File: config.mk
export PLATFORM = sky130hd
export DESIGN_NAME = rs_uart_tx
export DESIGN_NICKNAME = d
export VERILOG_FILES = /design/src/rtl/rs_uart_tx.sv
export SDC_FILE = /design/constraint.sdc
export NUM_CORES = 1
export LEC_CHECK = 0
export CAP_MARGIN = 20
export CORE_MARGIN = 2
export CORE_UTILIZATION = 58
export DETAILED_ROUTE_END_ITERATION = 12
export PLACE_DENSITY = 0.77
export REMOVE_ABC_BUFFERS = 1
export SYNTH_ARGS = -nofsm -noshare
export SYNTH_HDL_FRONTEND = slang
export SYNTH_SLANG_ARGS = --single-unit
File: constraint.sdc
create_clock -name CLK_50MHZ -period 3.55 [get_ports CLK_50MHZ]
set_clock_uncertainty 0.1 [all_clocks]
set_input_delay 1.065 -clock CLK_50MHZ [delete_from_list [all_inputs] [get_ports CLK_50MHZ]]
set_output_delay 1.065 -clock CLK_50MHZ [all_outputs]
set_load 0.1 [all_outputs]
File: src/rtl/rs_uart_tx.sv
// Buffered RS-232 transmitter: byte FIFO feeding an 8N1 serialiser.
// Define RS_UART_TX_PARITY_EN to add an even-parity bit (8E1 frames).
module rs_uart_tx #(
    parameter int unsigned CLK_HZ     = 50_000_000,
    parameter int unsigned BAUD       = 115200,
    parameter int unsigned FIFO_DEPTH = 4
) (
    input  logic       CLK_50MHZ,
    input  logic       RST,
    input  logic [7:0] RS_DATAIN,
    input  logic       RS_TRG_WRITE,
    output logic       RS_TX,
    output logic       RS_BUSY,
    output logic       RS_FULL,
    output logic       RS_DONE,
    output logic       RS_OVF
);
    localparam int unsigned CPB = CLK_HZ / BAUD;
    localparam int unsigned CW  = (CPB > 1) ? $clog2(CPB) : 1;
    localparam int unsigned AW  = $clog2(FIFO_DEPTH);

    localparam logic [2:0] S_IDLE   = 3'd0;
    localparam logic [2:0] S_START  = 3'd1;
    localparam logic [2:0] S_DATA   = 3'd2;
`ifdef RS_UART_TX_PARITY_EN
    localparam logic [2:0] S_PARITY = 3'd3;
`endif
    localparam logic [2:0] S_STOP   = 3'd4;

    logic [7:0]    mem_q [FIFO_DEPTH];
    logic [AW-1:0] wr_q, rd_q;
    logic [AW:0]   count_q, count_d;
    logic          ovf_q, ovf_d;
    logic [2:0]    state_q, state_d;
    logic [CW-1:0] bcnt_q, bcnt_d;
    logic [2:0]    bidx_q, bidx_d;
    logic [7:0]    shift_q, shift_d;
    logic          tx_q, tx_d;
`ifdef RS_UART_TX_PARITY_EN
    logic          par_q, par_d;
`endif
    logic          empty, full, last, pop, push, done;

    assign empty = (count_q == '0);
    assign full  = (count_q == (AW+1)'(FIFO_DEPTH));
    assign last  = (bcnt_q == CW'(CPB - 1));
    // A full FIFO still accepts a write when the FSM pops in the same cycle.
    assign push  = RS_TRG_WRITE && (!full || pop);

    always_comb begin
        state_d = state_q;
        bcnt_d  = last ? '0 : bcnt_q + CW'(1);
        bidx_d  = bidx_q;
        shift_d = shift_q;
        tx_d    = tx_q;
`ifdef RS_UART_TX_PARITY_EN
        par_d   = par_q;
`endif
        pop     = 1'b0;
        done    = 1'b0;
        case (state_q)
            S_IDLE: begin
                bcnt_d = '0;
                tx_d   = 1'b1;
            end
            S_START: if (last) begin
                state_d = S_DATA;
                tx_d    = shift_q[0];
            end
            S_DATA: if (last) begin
                if (bidx_q == 3'd7) begin
`ifdef RS_UART_TX_PARITY_EN
                    state_d = S_PARITY;
                    tx_d    = par_q;
`else
                    state_d = S_STOP;
                    tx_d    = 1'b1;
`endif
                end else begin
                    bidx_d  = bidx_q + 3'd1;
                    shift_d = shift_q >> 1;
                    tx_d    = shift_q[1];
                end
            end
`ifdef RS_UART_TX_PARITY_EN
            S_PARITY: if (last) begin
                state_d = S_STOP;
                tx_d    = 1'b1;
            end
`endif
            S_STOP: if (last) begin
                done    = 1'b1;
                state_d = S_IDLE;
                tx_d    = 1'b1;
            end
            default: begin
                state_d = S_IDLE;
                tx_d    = 1'b1;
            end
        endcase
        // Loading from IDLE and from the final STOP cycle share one path so frames chain gaplessly.
        if (!empty && (state_q == S_IDLE || (state_q == S_STOP && last))) begin
            pop     = 1'b1;
            shift_d = mem_q[rd_q];
            bcnt_d  = '0;
            bidx_d  = '0;
            state_d = S_START;
            tx_d    = 1'b0;
`ifdef RS_UART_TX_PARITY_EN
            par_d   = ^mem_q[rd_q];
`endif
        end
        count_d = count_q + (AW+1)'(push) - (AW+1)'(pop);
        ovf_d   = ovf_q | (RS_TRG_WRITE & ~push);
    end

    always_ff @(posedge CLK_50MHZ) begin
        if (push) mem_q[wr_q] <= RS_DATAIN;
    end

    always_ff @(posedge CLK_50MHZ) begin
        if (RST) begin
            wr_q    <= '0;
            rd_q    <= '0;
            count_q <= '0;
            ovf_q   <= 1'b0;
            state_q <= S_IDLE;
            bcnt_q  <= '0;
            bidx_q  <= '0;
            shift_q <= '0;
            tx_q    <= 1'b1;
`ifdef RS_UART_TX_PARITY_EN
            par_q   <= 1'b0;
`endif
        end else begin
            if (push) wr_q <= wr_q + AW'(1);
            if (pop)  rd_q <= rd_q + AW'(1);
            count_q <= count_d;
            ovf_q   <= ovf_d;
            state_q <= state_d;
            bcnt_q  <= bcnt_d;
            bidx_q  <= bidx_d;
            shift_q <= shift_d;
            tx_q    <= tx_d;
`ifdef RS_UART_TX_PARITY_EN
            par_q   <= par_d;
`endif
        end
    end

    assign RS_TX   = tx_q;
    assign RS_BUSY = (state_q != S_IDLE) || !empty;
    assign RS_FULL = full;
    assign RS_DONE = done;
    assign RS_OVF  = ovf_q;
endmodule

==> out/qor.yml <==
crit_slowest_cell: "dfxtp_1"
num_vias: 1778
final_net_count: 261
yosysTopAreaCell: "edfxtp_1"
hp-class: "flip-flop to flip-flop"
yosysTopAreaCellShare: 0.336
row_count: 25
yosysSeqAreaShare: 0.575
slew_headroom: 0.545
fmax_ghz: 0.324
async_reset_ff_frac: 0
clkLatencyLatePin_ps: 330
cts_root_buf: "clkbuf_8"
synth_edf_count: 32
grt-ovfl-total: 0
dp_hpwl_mm: 3.21
cp_data_required_time_ps: 2380
synthToLayoutAreaGrowth_pct: 12.7
worstSetupPathType: "flip-flop to output pin"
drcViolationCount: 0
crit_family: "simple AND/OR/NAND/NOR gates"
top_layer: "met4"
netlist_area_sq_um: 2860
grtUsageTotal: 0.204
synthDistinctLibCells: 47
setup_viol: 0
start_kind: "flip-flop"
cts_setup_buffers: 0
cts_made_buffers: 9
grt_max_degree: 26
drt_iter0_markers: 105
wl_met3_um: 204
htreeDepth: 3
min_period_over_period: 0.869
tightest_slew_ps: 680
io_buffers: 15
start_util: 0.605
cap_violations: 0
period_needed_ps: 3080
diodes: 0
outcome: "finished, final reports clean"
critPathBufInv: 1
io_pins: 16
syn-instance-count: 224
critPathArrivalTime_ps: 1920
tns_ps: 0
synthTopCellsByArea: "edfxtp_1, dfxtp_1, mux4_2"
ys_seq_elements: 66
yosys_warnings: 0
core_area_sq_um: 4720
grt_pass1_wl_mm: 8.16
synth.most_common_cell: "dfxtp_1"
syn_avg_cell_area_sq_um: 12.8
final_antenna_net_count: 0
cts_buffer_depth: 2
die_w_um: 74.2
drt-vias-per-instance: 5.70
ctsHoldBuffers: 0
met1Wirelength_mm: 2.23
routabilityCongestion: 0.798
regToRegSetupSlack_ps: 690
path_cells: "ha_1 -> and4b_1 -> and2_4 -> and3_1 -> buf_12"
finalHoldViolations: 0
clk_pin_slew_ps: 70
rsz0062_at_grt: "false"
drive_above_1_share: 0.147
firstDrtPassIters: 5
routed_wirelength_mm: 4.79
path_max_fanout: 7
clock-sinks: 66
ir_worst_vdd_v: 0.000353
ys.flop_type: "dfxtp_1"
power_density_nw_per_um2: 712
avgRoutedWirePerCell_um: 15.3
cts_resized: 0
cpPeakStageDelay_ps: 410
finalPower_mw: 2.29
drv_slew: 0
wl_met2_mm: 2.30
antenna_found_initial: 0
synth_common_cells: "dfxtp_1, edfxtp_1, nor2_1, nor3_1, mux2i_1"
crit_path_end_kind: "output pin"
fill_cells: 359
grt_pass1_vias: 1697
die_area_sq_um: 5500
cts_tree: "built"
p_leak_nw: 1.18
fp.dieH_um: 74.2
[layout make-up]
cell class / instances / area, sq um / share of cell area
clock buffer: 10 / 128 / 0.0396
timing repair buffer: 17 / 165 / 0.0513
clock inverter: 6 / 58.8 / 0.0183
tap: 67 / 83.8 / 0.0260
inverter: 8 / 30.0 / 0.00933
multi-input combinational: 138 / 1110 / 0.346
sequential: 66 / 1640 / 0.510
[final timing paths]
kind / from / end / cells after the start
setup / recovery: bcnt_q[0]$_SDFF_PP0_ / RS_DONE / 5
hold / removal: RS_OVF$_SDFF_PP0_ / RS_OVF$_SDFF_PP0_ / 2
setup reg to reg: bcnt_q[1]$_SDFF_PP0_ / count_q[2]$_SDFF_PP0_ / 12
hold reg to reg: RS_OVF$_SDFF_PP0_ / RS_OVF$_SDFF_PP0_ / 2
[per-stage QoR]
step / hold slack [ps] / cells / utilization / area (sq um) / setup WS (ps)
4_1_cts: 358 / 312 / 0.682 / 3220 / 468
2_1_floorplan: 341 / 212 / - / 2780 / 560
5_1_grt: 379 / 312 / 0.682 / 3220 / 388
3_3_place_gp: 339 / 296 / 0.642 / 3030 / 366
3_5_place_dp: 347 / 296 / 0.642 / 3030 / 310
6_report: 354 / 312 / 0.682 / 3220 / 466
[cells by family (layout without fill, tap and decap cells)]
group	count (synthesis)	in the layout	synth area share
flip-flops	66	66	0.575
AND/OR/NAND/NOR	65	65	0.128
AO/OA/AOI/OAI	34	34	0.0832
buffers and inverters	20	41	0.0359
multiplexers	18	18	0.0981
XOR/XNOR	11	11	0.0337
adder cells (fa/ha/maj)	10	10	0.0464
[registers in the layout (all words and copies together) (netlist names), named ones only]
register and cells:
mem_q 32, bcnt_q 9, shift_q 8, bidx_q 3, count_q 3, state_q 3, rd_q 2, wr_q 2
RS_OVF 1, RS_TX 1
[where the power goes]
group	switching, mW	total, mW	internal (mW)	leakage (nW)
clock	0.277	0.598	0.321	0.0998
combinational	0.401	0.671	0.270	0.513
sequential	0.104	1.02	0.919	0.572
[worst min-delay path: cells and delay by family (launching register included)]
kind / cells / cell delay [ps]
AOI/OAI and AO/OA: 1 / 50
buffers and inverters: 1 / 50
DFF: 1 / 310
[layout by cell type, fill, tap and decap left out, types with 9 or more instances in the layout]
master / instances
nor2_1: 14
dfxtp_1: 34
mux2i_1: 10
clkbuf_8: 9
ha_1: 9
nor3_1: 13
edfxtp_1: 32
clkdlybuf4s50_1: 10
[per-layer routing]
layer	vias to the layer above	global-route usage
met5	-	0
met4	0	0.0909
met3	7	0.0610
met2	36	0.299
met1	866	0.283
li1	869	-
(Power assumes the default switching activity.)
